===== src/rtl/level_pkg.sv =====
// level_pkg: state encoding, scene constants and exit mapping for level_sequencer
package level_pkg;
  typedef enum logic [2:0] {IDLE, FADE_OUT, FADE_IN, PLAY, WIN} state_t;
  localparam logic [1:0] SCENE_TITLE = 2'd0;
  localparam logic [3:0] FADE_MAX = 4'hF;
  function automatic logic [1:0] scene_win(input int num_levels);
    return 2'(num_levels + 1);
  endfunction
  function automatic state_t exit_state(input logic [1:0] target, input logic [1:0] win);
    return target == SCENE_TITLE ? IDLE : target == win ? WIN : PLAY;
  endfunction
endpackage


===== src/rtl/vblnk_edge.sv =====
// vblnk_edge: registered rising-edge detect of vblnk, one frame_tick per frame
module vblnk_edge (
  input  logic clk,
  input  logic rst,
  input  logic vblnk,
  output logic frame_tick
);
  logic vblnk_d;
  always_ff @(posedge clk) begin
    if (rst) begin
      vblnk_d <= 1'b0;
      frame_tick <= 1'b0;
    end else begin
      vblnk_d <= vblnk;
      frame_tick <= vblnk & ~vblnk_d;
    end
  end
endmodule


===== src/rtl/level_sequencer.sv =====
// level_sequencer: scene select with frame-synced fade transitions; brightness ramps only with LEVEL_SEQ_FADE_EN
module level_sequencer
  import level_pkg::*;
#(
  parameter int NUM_LEVELS = 2
) (
  input  logic       clk,
  input  logic       rst,
  input  logic       vblnk,
  input  logic       start,
  input  logic       level_done,
  input  logic       restart,
  output logic [1:0] level_sel,
  output logic [3:0] fade,
  output logic       scene_active,
  output logic       frame_tick
);
`ifdef LEVEL_SEQ_FADE_EN
  localparam bit FADE_EN = 1'b1;
`else
  localparam bit FADE_EN = 1'b0;
`endif
  localparam logic [1:0] WIN_SCENE = scene_win(NUM_LEVELS);
  state_t state, state_n;
  logic [1:0] target, target_n, level_sel_n;
  logic [3:0] fade_n;
  vblnk_edge u_edge (
    .clk(clk),
    .rst(rst),
    .vblnk(vblnk),
    .frame_tick(frame_tick)
  );
  // with fading disabled fade stays at FADE_MAX, so both ramps collapse to a single tick
  always_comb begin
    state_n = state;
    target_n = target;
    level_sel_n = level_sel;
    fade_n = fade;
    case (state)
      IDLE: begin
        level_sel_n = SCENE_TITLE;
        fade_n = FADE_MAX;
        if (start) begin
          target_n = 2'd1;
          state_n = FADE_OUT;
        end
      end
      FADE_OUT: begin
        if (restart) target_n = SCENE_TITLE;
        if (frame_tick) begin
          if (FADE_EN && fade != 4'd0) fade_n = fade - 4'd1;
          else begin
            level_sel_n = target_n;
            state_n = FADE_IN;
          end
        end
      end
      FADE_IN: begin
        if (restart) begin
          target_n = SCENE_TITLE;
          state_n = FADE_OUT;
        end else if (frame_tick) begin
          fade_n = (FADE_EN && fade != FADE_MAX) ? fade + 4'd1 : fade;
          if (fade_n == FADE_MAX) state_n = exit_state(target, WIN_SCENE);
        end
      end
      PLAY: begin
        if (restart) begin
          target_n = SCENE_TITLE;
          state_n = FADE_OUT;
        end else if (level_done) begin
          target_n = level_sel + 2'd1;
          state_n = FADE_OUT;
        end
      end
      WIN: begin
        level_sel_n = WIN_SCENE;
        if (start || restart) begin
          target_n = SCENE_TITLE;
          state_n = FADE_OUT;
        end
      end
      default: state_n = IDLE;
    endcase
  end
  always_ff @(posedge clk) begin
    if (rst) begin
      state <= IDLE;
      target <= SCENE_TITLE;
      level_sel <= SCENE_TITLE;
      fade <= FADE_MAX;
      scene_active <= 1'b0;
    end else begin
      state <= state_n;
      target <= target_n;
      level_sel <= level_sel_n;
      fade <= fade_n;
      scene_active <= state_n == PLAY;
    end
  end
endmodule


===== config.mk =====
export PLATFORM = sky130hd
export DESIGN_NAME = level_sequencer
export DESIGN_NICKNAME = d
export VERILOG_FILES = /design/src/rtl/level_pkg.sv /design/src/rtl/vblnk_edge.sv /design/src/rtl/level_sequencer.sv
export SDC_FILE = /design/constraint.sdc
export NUM_CORES = 1
export LEC_CHECK = 0
export CAP_MARGIN = 20
export CELL_PAD_IN_SITES_DETAIL_PLACEMENT = 2
export CELL_PAD_IN_SITES_GLOBAL_PLACEMENT = 2
export CORE_MARGIN = 5
export CORE_UTILIZATION = 27
export CTS_BUF_LIST = sky130_fd_sc_hd__clkbuf_4
export CTS_CLUSTER_DIAMETER = 200
export DETAILED_ROUTE_END_ITERATION = 8
export PLACE_DENSITY_LB_ADDON = 0.1
export SETUP_SLACK_MARGIN = 0.2
export SYNTH_ARGS = -nofsm -noshare
export SYNTH_HDL_FRONTEND = slang
export SYNTH_HIERARCHICAL = 1
export SYNTH_SLANG_ARGS = --single-unit
export TNS_END_PERCENT = 30

===== constraint.sdc =====
create_clock -name clk -period 1.5 [get_ports clk]
set_input_delay 0.15 -clock clk [delete_from_list [all_inputs] [get_ports clk]]
set_output_delay 0.15 -clock clk [all_outputs]
set_load 0.02 [all_outputs]

==> flow_summary.json, run 1 <==
{
  "whs_path_depth": 1,
  "crit_cells": 1,
  "fp-row-count": 17,
  "grt_max_degree": 9,
  "syn_to_final_growth_pct": 35.18,
  "clock_sinks": 10,
  "synth_edf_count": 0,
  "synthesis.area_um2": 633.1,
  "path_cells": "clkdlybuf4s50_1",
  "cp_max_fo": 4,
  "dr.first_iter.drc_count": 6,
  "finalPower_uw": 611.2,
  "cts_hold_buf": 0,
  "p_int_uw": 433.1,
  "power_switching_uw": 178.0,
  "cp_num_buf_inv": 1,
  "rsz0062_at_grt": "yes",
  "fin_crit_sh_pct": 95.14,
  "yosysSeqAreaShare_pct": 31.62,
  "drtAntennaViolNets": 0,
  "cts_buffers": 3,
  "vias": 579,
  "num_io_pins": 14,
  "cellLeakagePower_nw": 0.3370,
  "via_per_inst": 4.907,
  "finalWeightedCongestion": 0.8045,
  "clk_latency_ns": 0.27,
  "maxCapViolCount": 0,
  "swShare_pct": 29.13,
  "setup_viol": 0,
  "syn-mean-instance-area_um2": 8.793,
  "status": "finished, final reports clean",
  "r2r_start": "target[0]$_SDFFE_PP0P_",
  "synthCells": 72,
  "worst-setup-path-type": "reg2out",
  "drive_gt1_share_pct": 31.11,
  "hold_viol_final": 0,
  "worstHoldStart": "u_edge/vblnk_d$_SDFF_PP0_",
  "required_ns": 1.35,
  "cts_max_path_buffers": 2,
  "clkTransAtPathRegs_ns": 0.07,
  "ys_seq_elements": 10,
  "endpoint_kind": "output pin",
  "yosysWarnings": 6,
  "antenna_found_initial": 0,
  "grt_pass1_wl_mm": 2.835,
  "clock_skew_ns": 0.004940,
  "hpwl_mm": 1.361,
  "insertedDiodeCount": 0,
  "combPwrFrac_pct": 20.6,
  "drt_wl_total_mm": 1.761,
  "fmax_mhz": 700.7,
  "power-per-cell-area_nw_per_um2": 714.1,
  "hold_class": "reg2reg",
  "die_height_um": 58.43,
  "crit_family": "buffers and inverters",
  "fp.dieW_um": 58.43,
  "overflow": 0,
  "power_frac_seq_pct": 47.4,
  "layout_min_cycle_time_ns": 1.427,
  "start_util_pct": 28.35,
  "first_global_vias": 621,
  "clockRootBuffer": "clkbuf_4",
  "vdd_drop_max_mv": 0.3452,
  "grtUsageTotal_pct": 11.23,
  "synthFlopType": "dfxtp_1",
  "ys_types": 34,
  "drcViolationCount": 0,
  "critPathLaunch": "level_sel[0]$_SDFFE_PP0P_",
  "firstDrtPassIters": 2,
  "p_clk_share_pct": 31.9,
  "cts_max_level": 1,
  "core_um2": 2233,
  "crit_arrival_ns": 1.28,
  "cts_tree": "done",
  "crit_slowest_cell": "clkdlybuf4s50_1",
  "r2r_cells": 5,
  "startpoint_type": "flip-flop",
  "detail_route.wl_per_cell_um": 14.92,
  "portBuffers": 9,
  "cp_slowest_stage_delay_ns": 0.63,
  "slew_viol_final": 0,
  "die_area_um2": 3413,
  "setup_tns_ns": 0,
  "async_flop_share_pct": 0,
  "finalNetCount": 98
}
## cell usage after synthesis, types with 2 or more instances
cell	n	share of area, %
o21ai_0	4	3.2
a2bb2oi_1	2	2.8
buf_4	4	4.7
a21o_1	2	2.4
nor2_1	7	4.2
a21oi_1	7	5.5
inv_1	4	2.4
nor2b_1	4	4.0
nor3b_2	2	4.0
buf_6	2	3.6
dfxtp_1	10	32
buf_2	2	1.6
## stage by stage
stage	std cells	setup WS, ns	utilization (%)	hold slack [ns]	area, µm²
2_1_floorplan	75	0.1091	-	0.2207	659.4
3_3_place_gp	113	-0.2075	35.35	0.3933	789.5
3_5_place_dp	113	-0.3000	35.35	0.4008	789.5
4_1_cts	117	0.03109	36.86	0.4143	823.3
5_1_grt	118	0.002658	38.32	0.4286	855.8
6_report	118	0.07294	38.32	0.4042	855.8
## timing repair
item	4_1_cts	5_1_grt
gates resized for setup	4	6
pin swaps	1	1
cloned	0	0
endpoints found under the setup margin	11	10
endpoints found under the hold margin	0	0
setup buffers	0	1
## worst paths after layout
kind	to	slack [ns]
setup reg to reg	scene_active$_SDFF_PP0_	0.08
hold reg to reg	u_edge/frame_tick$_SDFF_PP0_	0.40
hold / removal	u_edge/frame_tick$_SDFF_PP0_	0.40
setup / recovery	level_sel[0]	0.07
## cell families (layout without fill, tap and decap cells)
logic type | after synthesis | after routing | synth area share, %
buffers and inverters | 12 | 27 | 12.25
xor gates and xnor gates | 1 | 1 | 1.384
AOI/OAI and AO/OA | 22 | 22 | 24.31
muxes | 1 | 1 | 1.581
DFF | 10 | 10 | 31.62
adders and majority gates | 1 | 1 | 1.976
other | 1 | 4 | 0.5923
and+or+nand+nor | 24 | 24 | 26.29
## registers in the layout, summed over array words and instances, names as in the netlist
name and count:
u_edge/vblnk_d 1, target 2, scene_active 1, level_sel 2, state 3, u_edge/frame_tick 1
## cells in the final DEF (no fill, tap or decap), types with 3 or more instances in the layout
master           count
a21oi_1              7
buf_4               10
clkbuf_4             3
clkdlybuf4s50_1      7
conb_1               4
dfxtp_1              5
dfxtp_2              4
inv_1                4
nor2_1               7
nor2b_1              3
o21ai_0              4
## metal layers
metal	up-vias	routed length (µm)	GRT usage (%)
met5	-	0	0
li1	288	-	-
met1	275	845	14.34
met3	4	73	2.632
met2	12	812	16.91
met4	0	29	6.954
## power groups by stage
stage	Sequential (mW)	Combinational [mW]	Clock (mW)
2_1_floorplan	0.293	0.0824	0
3_3_place_gp	0.296	0.122	0
3_5_place_dp	0.297	0.121	0
4_1_cts	0.291	0.123	0.201
5_1_grt	0.292	0.138	0.219
6_report	0.290	0.126	0.195
## final cells by class
class | count | area [µm²]
fillers | 255 | 1378
inverters | 4 | 15.01
clock buffers | 3 | 22.52
well taps | 28 | 35.03
repair buffers | 19 | 162.7
clock inverters | 1 | 3.754
multi-input cells | 53 | 407.9
flip-flops and latches | 10 | 209.0
Note: power is estimated with default switching activity, not from simulation.
==> run 2: changes to the inputs <==
--- a/config.mk
+++ b/config.mk
@@ -9,7 +9,7 @@
 export CELL_PAD_IN_SITES_DETAIL_PLACEMENT = 2
 export CELL_PAD_IN_SITES_GLOBAL_PLACEMENT = 2
 export CORE_MARGIN = 5
-export CORE_UTILIZATION = 27
+export CORE_UTILIZATION = 30
 export CTS_BUF_LIST = sky130_fd_sc_hd__clkbuf_4
 export CTS_CLUSTER_DIAMETER = 200
 export DETAILED_ROUTE_END_ITERATION = 8
==> constraint.sdc (replaced) <==
create_clock -name clk -period 1.4 [get_ports clk]
set_input_delay 0.14 -clock clk [delete_from_list [all_inputs] [get_ports clk]]
set_output_delay 0.14 -clock clk [all_outputs]
set_load 0.02 [all_outputs]
==> run 2 against run 1 <==
The flow now finishes with violations (setup timing). Core utilization up 9.9 points. Clock skew rose by 0.0026 ns. Flip-flop and latch count stayed put. First-iteration DRC count down 33%. Hold slack gained 0.0073 ns. Final area up 12%. Critical path depth rose by 4. Critical path type is now reg2reg. Largest power group unchanged.
==> flow_summary.json, run 2 (same netlist as run 1, synthesis figures left out) <==
{
  "finalWeightedCongestion": 0.8388,
  "reg_top3": "state x3, level_sel x2, target x2",
  "die_height_um": 55.94,
  "start_util_pct": 31.94,
  "finalNetCount": 107,
  "clock_sinks": 10,
  "maxCapViolCount": 0,
  "hpwl_mm": 1.611,
  "num_io_pins": 14,
  "dr.first_iter.drc_count": 4,
  "first_global_vias": 740,
  "nFillCells": 218,
  "clockRootBuffer": "clkbuf_4",
  "cp_max_fo": 2,
  "grtUsageTotal_pct": 15.86,
  "r2r_cells": 5,
  "startpoint_type": "flip-flop",
  "fp-row-count": 16,
  "cts_tree": "done",
  "syn_to_final_growth_pct": 50.99,
  "cts_max_path_buffers": 2,
  "clkTransAtPathRegs_ns": 0.08,
  "regMostFlops": "state",
  "overflow": 0,
  "hold_class": "reg2reg",
  "seqCellArea_um2": 209.0,
  "endpoint_kind": "flip-flop",
  "vdd_drop_max_mv": 0.3316,
  "slew_viol_final": 0,
  "stdcell_count": 126,
  "cts_max_level": 1,
  "cts_hold_buf": 0,
  "failed_checks": "setup timing",
  "core_um2": 1982,
  "layout_min_cycle_time_ns": 1.522,
  "grt_max_degree": 8,
  "fmax_mhz": 657.0,
  "drcViolationCount": 0,
  "setup_viol": 5,
  "hold_viol_final": 0,
  "drtAntennaViolNets": 0,
  "required_ns": 1.60,
  "die_area_um2": 3129,
  "drive_gt1_share_pct": 45.45,
  "antenna_found_initial": 0,
  "clk_latency_ns": 0.27,
  "crit_arrival_ns": 1.72,
  "fp.dieW_um": 55.94,
  "cts_buffers": 3,
  "largest_register_ffs": 3,
  "dp_slack_ns": -0.3308,
  "vias": 670,
  "multi_input_area_um2": 447.9,
  "insertedDiodeCount": 0,
  "finalPower_uw": 707.6,
  "whs_path_depth": 1,
  "rsz0062_at_grt": "yes",
  "drt_wl_total_mm": 2.496,
  "dp.cells": 120,
  "cellLeakagePower_nw": 0.4110,
  "timing.final.ws_setup_ns": -0.1222,
  "worst-setup-path-type": "reg2reg",
  "status": "complete, but fails checks",
  "firstDrtPassIters": 4,
  "detail_route.wl_per_cell_um": 19.81,
  "fin_crit_sh_pct": 108.7,
  "portBuffers": 9,
  "via_per_inst": 5.317,
  "clock_skew_ns": 0.007569,
  "final_common_cell": "buf_4",
  "grt_pass1_wl_mm": 3.753,
  "final_cell_mix": "buf_4, nor2_1, a21oi_1, dfxtp_1",
  "power-per-cell-area_nw_per_um2": 740.2
}
run 2: changes by cell type in the layout (fill, tap and decap cells not counted), moves of 2 or more:
cell             delta
a21oi_2             +2
buf_4               +9
a21oi_1             -2
clkdlybuf4s50_1     -3
run 2: timing repair:
| item | in CTS | in global routing |
|---|---|---|
| resized for setup | 13 | 12 |
| setup endpoints to repair | 12 | 10 |
| setup buffers | 2 | 0 |
| pin swaps | 4 | 5 |
run 2: critical path: stages (launching register included):
cell and delay, ns:
dfxtp_2 0.34, ha_4 0.28, nor2b_1 0.05, or4_1 0.40
a21o_1 0.20, nor3b_2 0.18
run 2: power by group:
group / internal, mW / switching, mW / leakage (nW)
combinational: 0.0814 / 0.0936 / 0.312
sequential: 0.295 / 0.0141 / 0.0840
clock: 0.103 / 0.120 / 0.0154
total: 0.480 / 0.228 / 0.411
run 2: per-layer routing:
metal / GRT usage (%) / part of all wire (%) / vias to the layer above
li1: - / - / 306
met1: 17.52 / 43 / 343
met2: 28.04 / 52 / 15
met3: 4.408 / 3.9 / 6
met4: 7.119 / 1.6 / 0
met5: 0 / 0 / -
run 2: stage by stage:
stage	hold WS, ns	util [%]	TNS (ns)	area (µm²)
after floorplan	0.2107	-	0	659.4
after global placement	0.3936	42.80	-1.608	848.3
after detailed placement	0.4038	42.80	-1.819	848.3
after CTS	0.4144	46.09	-0.2713	913.4
after global routing	0.4227	48.23	-0.5481	955.9
final	0.4114	48.23	-0.3221	955.9
run 2: final timing paths:
kind,from,end,slack (ns)
worst min register to register,u_edge/vblnk_d$_SDFF_PP0_,u_edge/frame_tick$_SDFF_PP0_,0.41
worst max-delay path,target[0]$_SDFFE_PP0P_,scene_active$_SDFF_PP0_,-0.12
worst min-delay path,u_edge/vblnk_d$_SDFF_PP0_,u_edge/frame_tick$_SDFF_PP0_,0.41
worst max register to register,target[0]$_SDFFE_PP0P_,scene_active$_SDFF_PP0_,-0.12
run 2: layout make-up:
cell class,instances,area share [%]
Inverter,4,1.571
Multi-Input combinational cell,53,46.86
Timing Repair Buffer,28,23.43
Clock buffer,3,2.356
Sequential cell,10,21.86
Clock inverter,1,0.3927
Tap cell,27,3.534
